**src/rtl/mult_arb_pkg.sv**
```systemverilog
// Shared types and helpers for multiplier-sharing arbiters.
// Operand type, default sizing and the round-robin picker.
package mult_arb_pkg;

  localparam int MULT_W       = 64;
  localparam int DEF_NUM_REQ  = 4;
  localparam int DEF_MULT_LAT = 8;

  typedef logic [MULT_W-1:0] operand_t;

  typedef struct packed {
    logic       any;
    logic [2:0] idx;
    logic [7:0] onehot;
  } pick_t;

  // First valid requester at or after ptr, wrapping modulo n (n <= 8).
  function automatic pick_t rr_pick(
    input logic [7:0] valid,
    input logic [2:0] ptr,
    input int         n
  );
    pick_t p;
    int    j;
    p = '0;
    for (int k = 0; k < 8; k++) begin
      j = int'(ptr) + k;
      if (j >= n) j = j - n;
      if (k < n && !p.any && valid[j[2:0]]) begin
        p.any            = 1'b1;
        p.idx            = j[2:0];
        p.onehot[j[2:0]] = 1'b1;
      end
    end
    return p;
  endfunction

endpackage

```
**src/rtl/mult_tag_fifo.sv**
```systemverilog
// Small synchronous tag FIFO for shared-unit arbiters.
// Same-cycle push and pop are allowed, including when full.
module mult_tag_fifo #(
  parameter  int DEPTH = 8,
  parameter  int WIDTH = 2,
  localparam int AW    = (DEPTH > 1) ? $clog2(DEPTH) : 1,
  localparam int CW    = $clog2(DEPTH + 1)
) (
  input  logic             clock,
  input  logic             reset,
  input  logic             push,
  input  logic [WIDTH-1:0] din,
  input  logic             pop,
  output logic [WIDTH-1:0] dout,
  output logic             full,
  output logic             empty,
  output logic [CW-1:0]    count
);

  logic [WIDTH-1:0] mem [DEPTH];
  logic [AW-1:0]    wr_ptr;
  logic [AW-1:0]    rd_ptr;
  logic             do_push;
  logic             do_pop;

  assign full    = (count == CW'(DEPTH));
  assign empty   = (count == '0);
  assign do_pop  = pop && !empty;
  assign do_push = push && (!full || do_pop);
  assign dout    = mem[rd_ptr];

  // Storage needs no reset; count gates every read.
  always_ff @(posedge clock) begin
    if (do_push) mem[wr_ptr] <= din;
  end

  // Pointers and occupancy.
  always_ff @(posedge clock or negedge reset) begin
    if (!reset) begin
      wr_ptr <= '0;
      rd_ptr <= '0;
      count  <= '0;
    end else begin
      if (do_push)
        wr_ptr <= (wr_ptr == AW'(DEPTH - 1)) ? '0 : wr_ptr + 1'b1;
      if (do_pop)
        rd_ptr <= (rd_ptr == AW'(DEPTH - 1)) ? '0 : rd_ptr + 1'b1;
      if (do_push && !do_pop)
        count <= count + 1'b1;
      else if (do_pop && !do_push)
        count <= count - 1'b1;
    end
  end

endmodule

```
**src/rtl/mult_share_arbiter.sv**
```systemverilog
// Round-robin share of one pipelined multiplier.
// Tags each issue and routes each result back to its owner.
module mult_share_arbiter
  import mult_arb_pkg::*;
#(
  parameter  int NUM_REQ  = DEF_NUM_REQ,
  parameter  int MULT_LAT = DEF_MULT_LAT,
  parameter  int ID_W     = $clog2(NUM_REQ),
  localparam int CW       = $clog2(MULT_LAT + 1)
) (
  input  logic                   clock,
  input  logic                   reset,
  input  logic [NUM_REQ-1:0]     req_valid,
  input  logic [NUM_REQ*64-1:0]  req_mcand,
  input  logic [NUM_REQ*64-1:0]  req_mplier,
  output logic [NUM_REQ-1:0]     req_ready,
  input  logic                   hold,
  output logic                   mult_start,
  output operand_t               mult_mcand,
  output operand_t               mult_mplier,
  input  operand_t               mult_product,
  input  logic                   mult_done,
  output logic [NUM_REQ-1:0]     resp_valid,
  output operand_t               resp_product,
  output logic                   busy,
  output logic                   err_orphan
);

  logic [ID_W-1:0] rr_ptr;
  logic [ID_W-1:0] gnt_id;
  logic [ID_W-1:0] tag_head;
  logic [CW-1:0]   inflight;
  logic            full;
  logic            empty;
  logic            take;
  logic            pop_ok;
  pick_t           pick;
  logic            pick_unused;

  assign pick_unused = &{1'b0, pick};
  assign gnt_id      = ID_W'(pick.idx);
  assign pop_ok      = mult_done && !empty;
  assign busy        = (inflight != '0);

  // Combinational grant; suppressed in reset, on hold and when full.
  always_comb begin
    pick      = rr_pick(8'(req_valid), 3'(rr_ptr), NUM_REQ);
    req_ready = '0;
    take      = 1'b0;
    if (reset && !hold && !full && pick.any) begin
      req_ready = NUM_REQ'(1) << gnt_id;
      take      = 1'b1;
    end
  end

  // Issue register and round-robin pointer.
  always_ff @(posedge clock or negedge reset) begin
    if (!reset) begin
      mult_start  <= 1'b0;
      mult_mcand  <= '0;
      mult_mplier <= '0;
      rr_ptr      <= '0;
    end else begin
      mult_start <= take;
      if (take) begin
        mult_mcand  <= req_mcand[int'(gnt_id)*MULT_W +: MULT_W];
        mult_mplier <= req_mplier[int'(gnt_id)*MULT_W +: MULT_W];
        rr_ptr      <= (gnt_id == ID_W'(NUM_REQ - 1)) ? '0
                                                      : gnt_id + 1'b1;
      end
    end
  end

  // Response register and sticky orphan flag.
  always_ff @(posedge clock or negedge reset) begin
    if (!reset) begin
      resp_valid   <= '0;
      resp_product <= '0;
      err_orphan   <= 1'b0;
    end else begin
      resp_valid <= pop_ok ? (NUM_REQ'(1) << tag_head) : '0;
      if (pop_ok) resp_product <= mult_product;
      if (mult_done && empty) err_orphan <= 1'b1;
    end
  end

  mult_tag_fifo #(
    .DEPTH (MULT_LAT),
    .WIDTH (ID_W)
  ) u_fifo (
    .clock (clock),
    .reset (reset),
    .push  (take),
    .din   (gnt_id),
    .pop   (mult_done),
    .dout  (tag_head),
    .full  (full),
    .empty (empty),
    .count (inflight)
  );

endmodule

```
**config.mk**
```make
export PLATFORM = sky130hd
export DESIGN_NAME = mult_share_arbiter
export DESIGN_NICKNAME = d
export VERILOG_FILES = /design/src/rtl/mult_arb_pkg.sv /design/src/rtl/mult_tag_fifo.sv /design/src/rtl/mult_share_arbiter.sv
export SDC_FILE = /design/constraint.sdc
export NUM_CORES = 1
export LEC_CHECK = 0
export CAP_MARGIN = 20
export CORE_AREA = 8 8 300 302
export CTS_CLUSTER_DIAMETER = 80
export DETAILED_ROUTE_END_ITERATION = 16
export DIE_AREA = 0 0 308 310
export GPL_TIMING_DRIVEN = 0
export HOLD_SLACK_MARGIN = 0.06
export PLACE_DENSITY_LB_ADDON = 0.2
export SLEW_MARGIN = 20
export SYNTH_ARGS = -nofsm -noshare
export SYNTH_HDL_FRONTEND = slang
export SYNTH_SLANG_ARGS = --single-unit
```
**constraint.sdc**
```tcl
create_clock -name clock -period 5.6 [get_ports clock]
set_clock_uncertainty 0.15 [all_clocks]
set_input_delay 0.84 -clock clock [delete_from_list [all_inputs] [get_ports clock]]
set_output_delay 0.84 -clock clock [all_outputs]
set_load 0.03 [all_outputs]
```
==> results.py, run 1 <==
metrics = {
    "synthesis": {
        "syn_inst": 1287,
        "synthArstFlopShare": 0.929,
        "syn_avg_cell_area_sq_um": 9.82,
        "ys_types": 40,
        "seq_area_frac_synth": 0.454,
        "synthFlopType": "dfrtp_1",
        "yosysWarnings": 0,
        "synth_area_sq_um": 12600,
        "synth-seq-cells": 226,
        "syn_nets": 1883,
        "synth_edf_count": 16,
    },
    "final_layout": {
        "fillers": 9218,
        "nets": 2708,
        "final_area_sq_um": 23200,
        "drive_gt1_frac": 0.0796,
        "final_common_cell": "clkdlybuf4s50_1",
        "syn_to_final_growth_pct": 83.3,
        "mostFrequentLayoutCells": "clkdlybuf4s50_1, dfrtp_1, nand2_1, o21ai_0, mux2i_1",
    },
    "detailed_routing": {
        "drc": 0,
        "drt_iter0_drc": 565,
        "vias": 14022,
        "ant_nets": 0,
        "viasPerCell": 4.25,
        "wire_per_inst_um": 24.0,
        "wl_um": 79100,
        "dr.pass1.iters": 4,
    },
    "hold_path": {
        "hp-class": "primary input to asynchronous set/reset pin",
    },
    "power_and_ir_drop": {
        "vdd_ir_drop_max_uv": 223,
        "powerDensity_nw_per_um2": 469,
        "leakagePower_nw": 8.77,
    },
    "setup_path": {
        "path_max_fanout": 10,
        "setup.worst_path.class": "primary input to output pin",
        "required_ns": 4.61,
        "end_kind": "output pin",
        "worst_setup_path_start_kind": "primary input",
        "crit_arrival_ns": 4.19,
    },
    "clock_tree": {
        "cts_setup_buffers": 0,
        "clk_path_buf_depth": 3,
        "path_clk_slew_ns": 0.06,
        "cts_root_buf": "clkbuf_16",
        "cts_tree": "done",
        "htree_levels": 1,
        "clkLatencyLatePin_ns": 0.60,
        "cts_buffers": 31,
        "cts_sinks": 226,
    },
    "sta": {
        "setup_tns_ns": 0,
        "rsz0062_at_grt": "no",
        "worstMarginPinSlew_ns": 1.01,
        "fin_crit_sh": 0.926,
        "hold_violations": 0,
        "setup_viol": 0,
        "drv_slew": 0,
        "layout_min_cycle_time_ns": 5.18,
        "relSlewSlack": 0.324,
        "fmax_mhz": 193,
    },
    "die": {
        "initial_core_util": 0.148,
        "die_area_sq_um": 95500,
        "die_y_um": 310,
        "fp-row-count": 108,
        "io_pins": 787,
        "fp.dieW_um": 308,
        "design.core.area_sq_um": 85700,
    },
    "placement": {
        "hpwl_um": 65100,
        "place_congestion": 0.867,
        "port-buffer-count": 786,
        "dpl-instance-area_sq_um": 22100,
    },
    "status": {
        "outcome": "finished clean",
    },
    "flow_run": {
        "drv_cap": 0,
    },
    "global_routing": {
        "grt_max_degree": 84,
        "grt_overflow": 0,
        "antenna_found_initial": 12,
        "track_usage": 0.155,
        "grt_pass1_vias": 15196,
        "grt_pass1_wl_um": 109000,
    },
}
==> per-stage QoR <==
stage                      util  power, W  std cells  setup slack [ns]  hold slack [ns]
after floorplan               -   0.00601       1287              2.27            0.306
after global placement    0.256   0.00892       3228             -7.92            0.323
after detailed placement  0.258   0.00898       3233            0.0716            0.324
after CTS                 0.270    0.0111       3291             0.423            0.108
after global routing      0.270    0.0115       3298             0.283            0.119
final                     0.271    0.0109       3302             0.416            0.126
==> power breakdown <==
part	internal [W]	total [W]	switching [W]
sequential	0.00233	0.00274	0.000401
combinational	0.00255	0.00616	0.00361
clock	0.00117	0.00198	0.000811
total	0.00605	0.0109	0.00482
==> worst max-delay path, stage by stage <==
cell	delay, ns
clkdlybuf4s50_1	0.49
nor4_1	0.76
a211o_1	0.28
inv_1	0.27
clkbuf_1	0.39
clkbuf_1	0.30
and2_1	0.21
clkdlybuf4s50_1	0.63
==> final timing paths <==
check	start	endpoint	slack (ns)	cells past startpoint
setup / recovery	req_valid[1]	req_ready[0]	0.42	8
hold / removal	reset	mult_mcand[44]	0.13	2
setup reg to reg	u_fifo.count[0]	u_fifo.count[3]	2.04	13
hold reg to reg	err_orphan	err_orphan	0.33	1
max in group asynchronous	reset	mult_mcand[2]	4.68	2
min in group clock	err_orphan	err_orphan	0.33	1
==> what timing repair did <==
item / CTS / global route
endpoints found under the hold margin: 57 / 0
resized for setup: 0 / 0
hold buffers: 1 / 0
==> logic make-up after synthesis <==
logic type      after synthesis  share of synthesized area
compound gates              525                      0.248
xor+xnor                      4                    0.00277
flops                       226                      0.454
buf+inv                     146                     0.0568
fa+ha+maj                    12                     0.0125
mux                         201                      0.170
simple gates                173                     0.0562
==> flip-flops by register name, indices dropped and copies added, names as in the netlist <==
signal         flops
mult_start         1
err_orphan         1
u_fifo.mem        16
mult_mcand        64
resp_valid         4
rr_ptr             2
u_fifo.rd_ptr      3
resp_product      64
u_fifo.count       4
mult_mplier       64
u_fifo.wr_ptr      3
==> Yosys cell counts, types with 6 or more instances <==
| master | count | share of area |
|---|---|---|
| nor2_1 | 6 | 0.0018 |
| ha_1 | 11 | 0.011 |
| nor3_1 | 7 | 0.0028 |
| nand2_1 | 142 | 0.042 |
| buf_8 | 11 | 0.013 |
| a211oi_1 | 128 | 0.076 |
| mux2i_1 | 130 | 0.10 |
| mux2_2 | 67 | 0.060 |
| clkbuf_1 | 99 | 0.029 |
| a21oi_1 | 129 | 0.051 |
| o22ai_1 | 129 | 0.064 |
| dfrtp_1 | 210 | 0.42 |
| inv_1 | 9 | 0.0027 |
| edfxtp_1 | 16 | 0.038 |
| buf_2 | 21 | 0.0083 |
| o21ai_0 | 130 | 0.051 |
==> layer usage <==
layer	vias up	wire, um	GRT usage
li1	6504	-	-
met1	6878	30700	0.179
met2	553	40400	0.279
met3	83	5880	0.0433
met4	4	2110	0.0424
met5	-	30	0
==> area by class of cell <==
type / instances / area [sq um] / share of cell area
diodes: 11 / 27.5 / 0.00119
inverters: 10 / 38.8 / 0.00167
repair buffers: 792 / 8040 / 0.347
clock inverters: 10 / 97.6 / 0.00421
plain buffers: 136 / 686 / 0.0296
flip-flops and latches: 226 / 5740 / 0.247
well taps: 1155 / 1450 / 0.0624
clock buffers: 47 / 916 / 0.0395
multi-input cells: 915 / 6190 / 0.267
Note: power is estimated with default switching activity, not from simulation.
==> run 2, diff against run 1 <==
--- a/config.mk
+++ b/config.mk
@@ -8,11 +8,13 @@
 export CAP_MARGIN = 20
 export CORE_AREA = 8 8 300 302
 export CTS_CLUSTER_DIAMETER = 80
+export CTS_CLUSTER_SIZE = 20
 export DETAILED_ROUTE_END_ITERATION = 16
 export DIE_AREA = 0 0 308 310
 export GPL_TIMING_DRIVEN = 0
 export HOLD_SLACK_MARGIN = 0.06
 export PLACE_DENSITY_LB_ADDON = 0.2
+export SETUP_SLACK_MARGIN = 0.5
 export SLEW_MARGIN = 20
 export SYNTH_ARGS = -nofsm -noshare
 export SYNTH_HDL_FRONTEND = slang
==> results.py, run 2 (same netlist as run 1, synthesis figures left out) <==
metrics = {
    "sta": {
        "hold_violations": 0,
        "worst_slack_ns": 0.676,
        "whs_ns": 0.108,
        "worstMarginPinSlew_ns": 0.995,
        "rsz0062_at_grt": "no",
        "drv_slew": 0,
        "layout_min_cycle_time_ns": 4.92,
        "relSlewSlack": 0.337,
        "setup_viol": 0,
        "setup_tns_ns": 0,
        "fmax_mhz": 203,
        "fin_crit_sh": 0.879,
    },
    "setup_path": {
        "setup.worst_path.class": "primary input to output pin",
        "path_max_fanout": 10,
        "cpMostUsedCell": "clkdlybuf4s50_1",
        "path_cells": "clkdlybuf4s50_1 -> nor4_2 -> a211o_1 -> clkinvlp_4 -> clkbuf_2 -> clkbuf_1 -> and2_1 -> clkdlybuf4s50_1",
        "end_kind": "output pin",
        "required_ns": 4.61,
        "crit_arrival_ns": 3.93,
        "worst_path_largest_cell_delay_ns": 0.62,
        "worst_setup_path_start_kind": "primary input",
        "slowest_stage": "clkdlybuf4s50_1",
    },
    "detailed_routing": {
        "wl_um": 79100,
        "drt_iter0_drc": 638,
        "dr.pass1.iters": 4,
        "ant_nets": 0,
        "drc": 0,
        "vias": 13949,
        "wire_per_inst_um": 24.1,
        "viasPerCell": 4.25,
    },
    "final_layout": {
        "fillers": 9227,
        "final_common_cell": "clkdlybuf4s50_1",
        "mostFrequentLayoutCells": "clkdlybuf4s50_1, dfrtp_1, nand2_1, o21ai_0, mux2i_1",
        "nets": 2699,
        "syn_to_final_growth_pct": 81.5,
        "finish.utilization": 0.268,
        "drive_gt1_frac": 0.0769,
        "top_regs": "mult_mcand (64), mult_mplier (64), resp_product (64)",
    },
    "power_and_ir_drop": {
        "leakagePower_nw": 8.64,
        "finalPower_w": 0.0106,
        "powerDensity_nw_per_um2": 460,
        "vdd_ir_drop_max_uv": 167,
    },
    "clock_tree": {
        "cts_sinks": 226,
        "htree_levels": 1,
        "clk_path_buf_depth": 3,
        "cts_buffers": 22,
        "cts_tree": "done",
        "path_clk_slew_ns": 0.09,
        "clkLatencyLatePin_ns": 0.57,
        "cts_root_buf": "clkbuf_16",
    },
    "global_routing": {
        "antenna_found_initial": 12,
        "grt_pass1_vias": 15021,
        "grt_pass1_wl_um": 109000,
        "grt_max_degree": 84,
        "track_usage": 0.154,
        "grt_overflow": 0,
    },
    "placement": {
        "detailedPlace.worstSlack_ns": 0.0716,
        "place_congestion": 0.867,
        "port-buffer-count": 786,
        "hpwl_um": 65100,
    },
    "hold_path": {
        "hp-class": "primary input to asynchronous set/reset pin",
    },
    "die": {
        "die_area_sq_um": 95500,
        "die_y_um": 310,
        "fp-row-count": 108,
        "initial_core_util": 0.148,
        "io_pins": 787,
        "design.core.area_sq_um": 85700,
        "fp.dieW_um": 308,
    },
    "flow_run": {
        "drv_cap": 0,
    },
    "status": {
        "outcome": "finished clean",
    },
}
[run 2: metrics by stage]
step                cell area, sq um  std cells
floorplan                      12600       1287
global placement               22000       3228
detailed placement             22100       3233
CTS                            22900       3274
global route                   22900       3281
finish                         22900       3284
[run 2: power by group]
part | total, W | internal (W) | switching, W
Combinational | 0.00617 | 0.00255 | 0.00362
Sequential | 0.00273 | 0.00233 | 0.000400
Clock | 0.00165 | 0.000861 | 0.000794
[run 2: layout make-up]
cell class | count | area (sq um) | area share
clock buffers | 24 | 568 | 0.0248
flip-flops and latches | 226 | 5740 | 0.250
clock inverters | 16 | 203 | 0.00883
plain buffers | 136 | 687 | 0.0299
multi-input cells | 915 | 6200 | 0.270
inverters | 10 | 42.5 | 0.00185
well taps | 1155 | 1450 | 0.0630
repair buffers | 792 | 8040 | 0.351
diodes | 10 | 25.0 | 0.00109
[run 2: routing by layer]
| metal | global-route usage | routed length (um) | up-vias |
|---|---|---|---|
| li1 | - | - | 6471 |
| met1 | 0.179 | 30900 | 6838 |
| met2 | 0.277 | 40300 | 558 |
| met3 | 0.0411 | 5660 | 78 |
| met4 | 0.0462 | 2230 | 4 |
| met5 | 0 | 17 | - |
[run 2: final timing paths]
path,start,to,slack [ns],cells after the start
max in group asynchronous,reset,mult_mcand[0],4.67,2
worst min register to register,err_orphan,err_orphan,0.33,1
worst max register to register,u_fifo.count[0],u_fifo.count[3],1.95,13
worst min-delay path,reset,mult_mcand[39],0.11,2
worst max-delay path,req_valid[1],req_ready[0],0.68,8
min in group clock,err_orphan,err_orphan,0.33,1
[run 2: what timing repair did]
| item | CTS | global route |
|---|---|---|
| resized for setup | 4 | 0 |
| setup endpoints to repair | 4 | 0 |
| hold endpoints to repair | 57 | 0 |
| buffers inserted | 0 | 0 |
| hold buffers | 1 | 0 |
[run 2: worst max-delay path, delay by kind of cell]
family,cells,cell delay (ns)
AO/OA/AOI/OAI,1,0.29
buffers and inverters,5,2.05
AND/OR/NAND/NOR,2,0.73
==> run 3, diff against run 2 <==
--- a/config.mk
+++ b/config.mk
@@ -15,6 +15,7 @@
 export HOLD_SLACK_MARGIN = 0.06
 export PLACE_DENSITY_LB_ADDON = 0.2
 export SETUP_SLACK_MARGIN = 0.5
+export SKIP_LAST_GASP = 1
 export SLEW_MARGIN = 20
 export SYNTH_ARGS = -nofsm -noshare
 export SYNTH_HDL_FRONTEND = slang
==> results of run 3 <==
No change in the layout: final DEF, timing and power equal those of run 2.
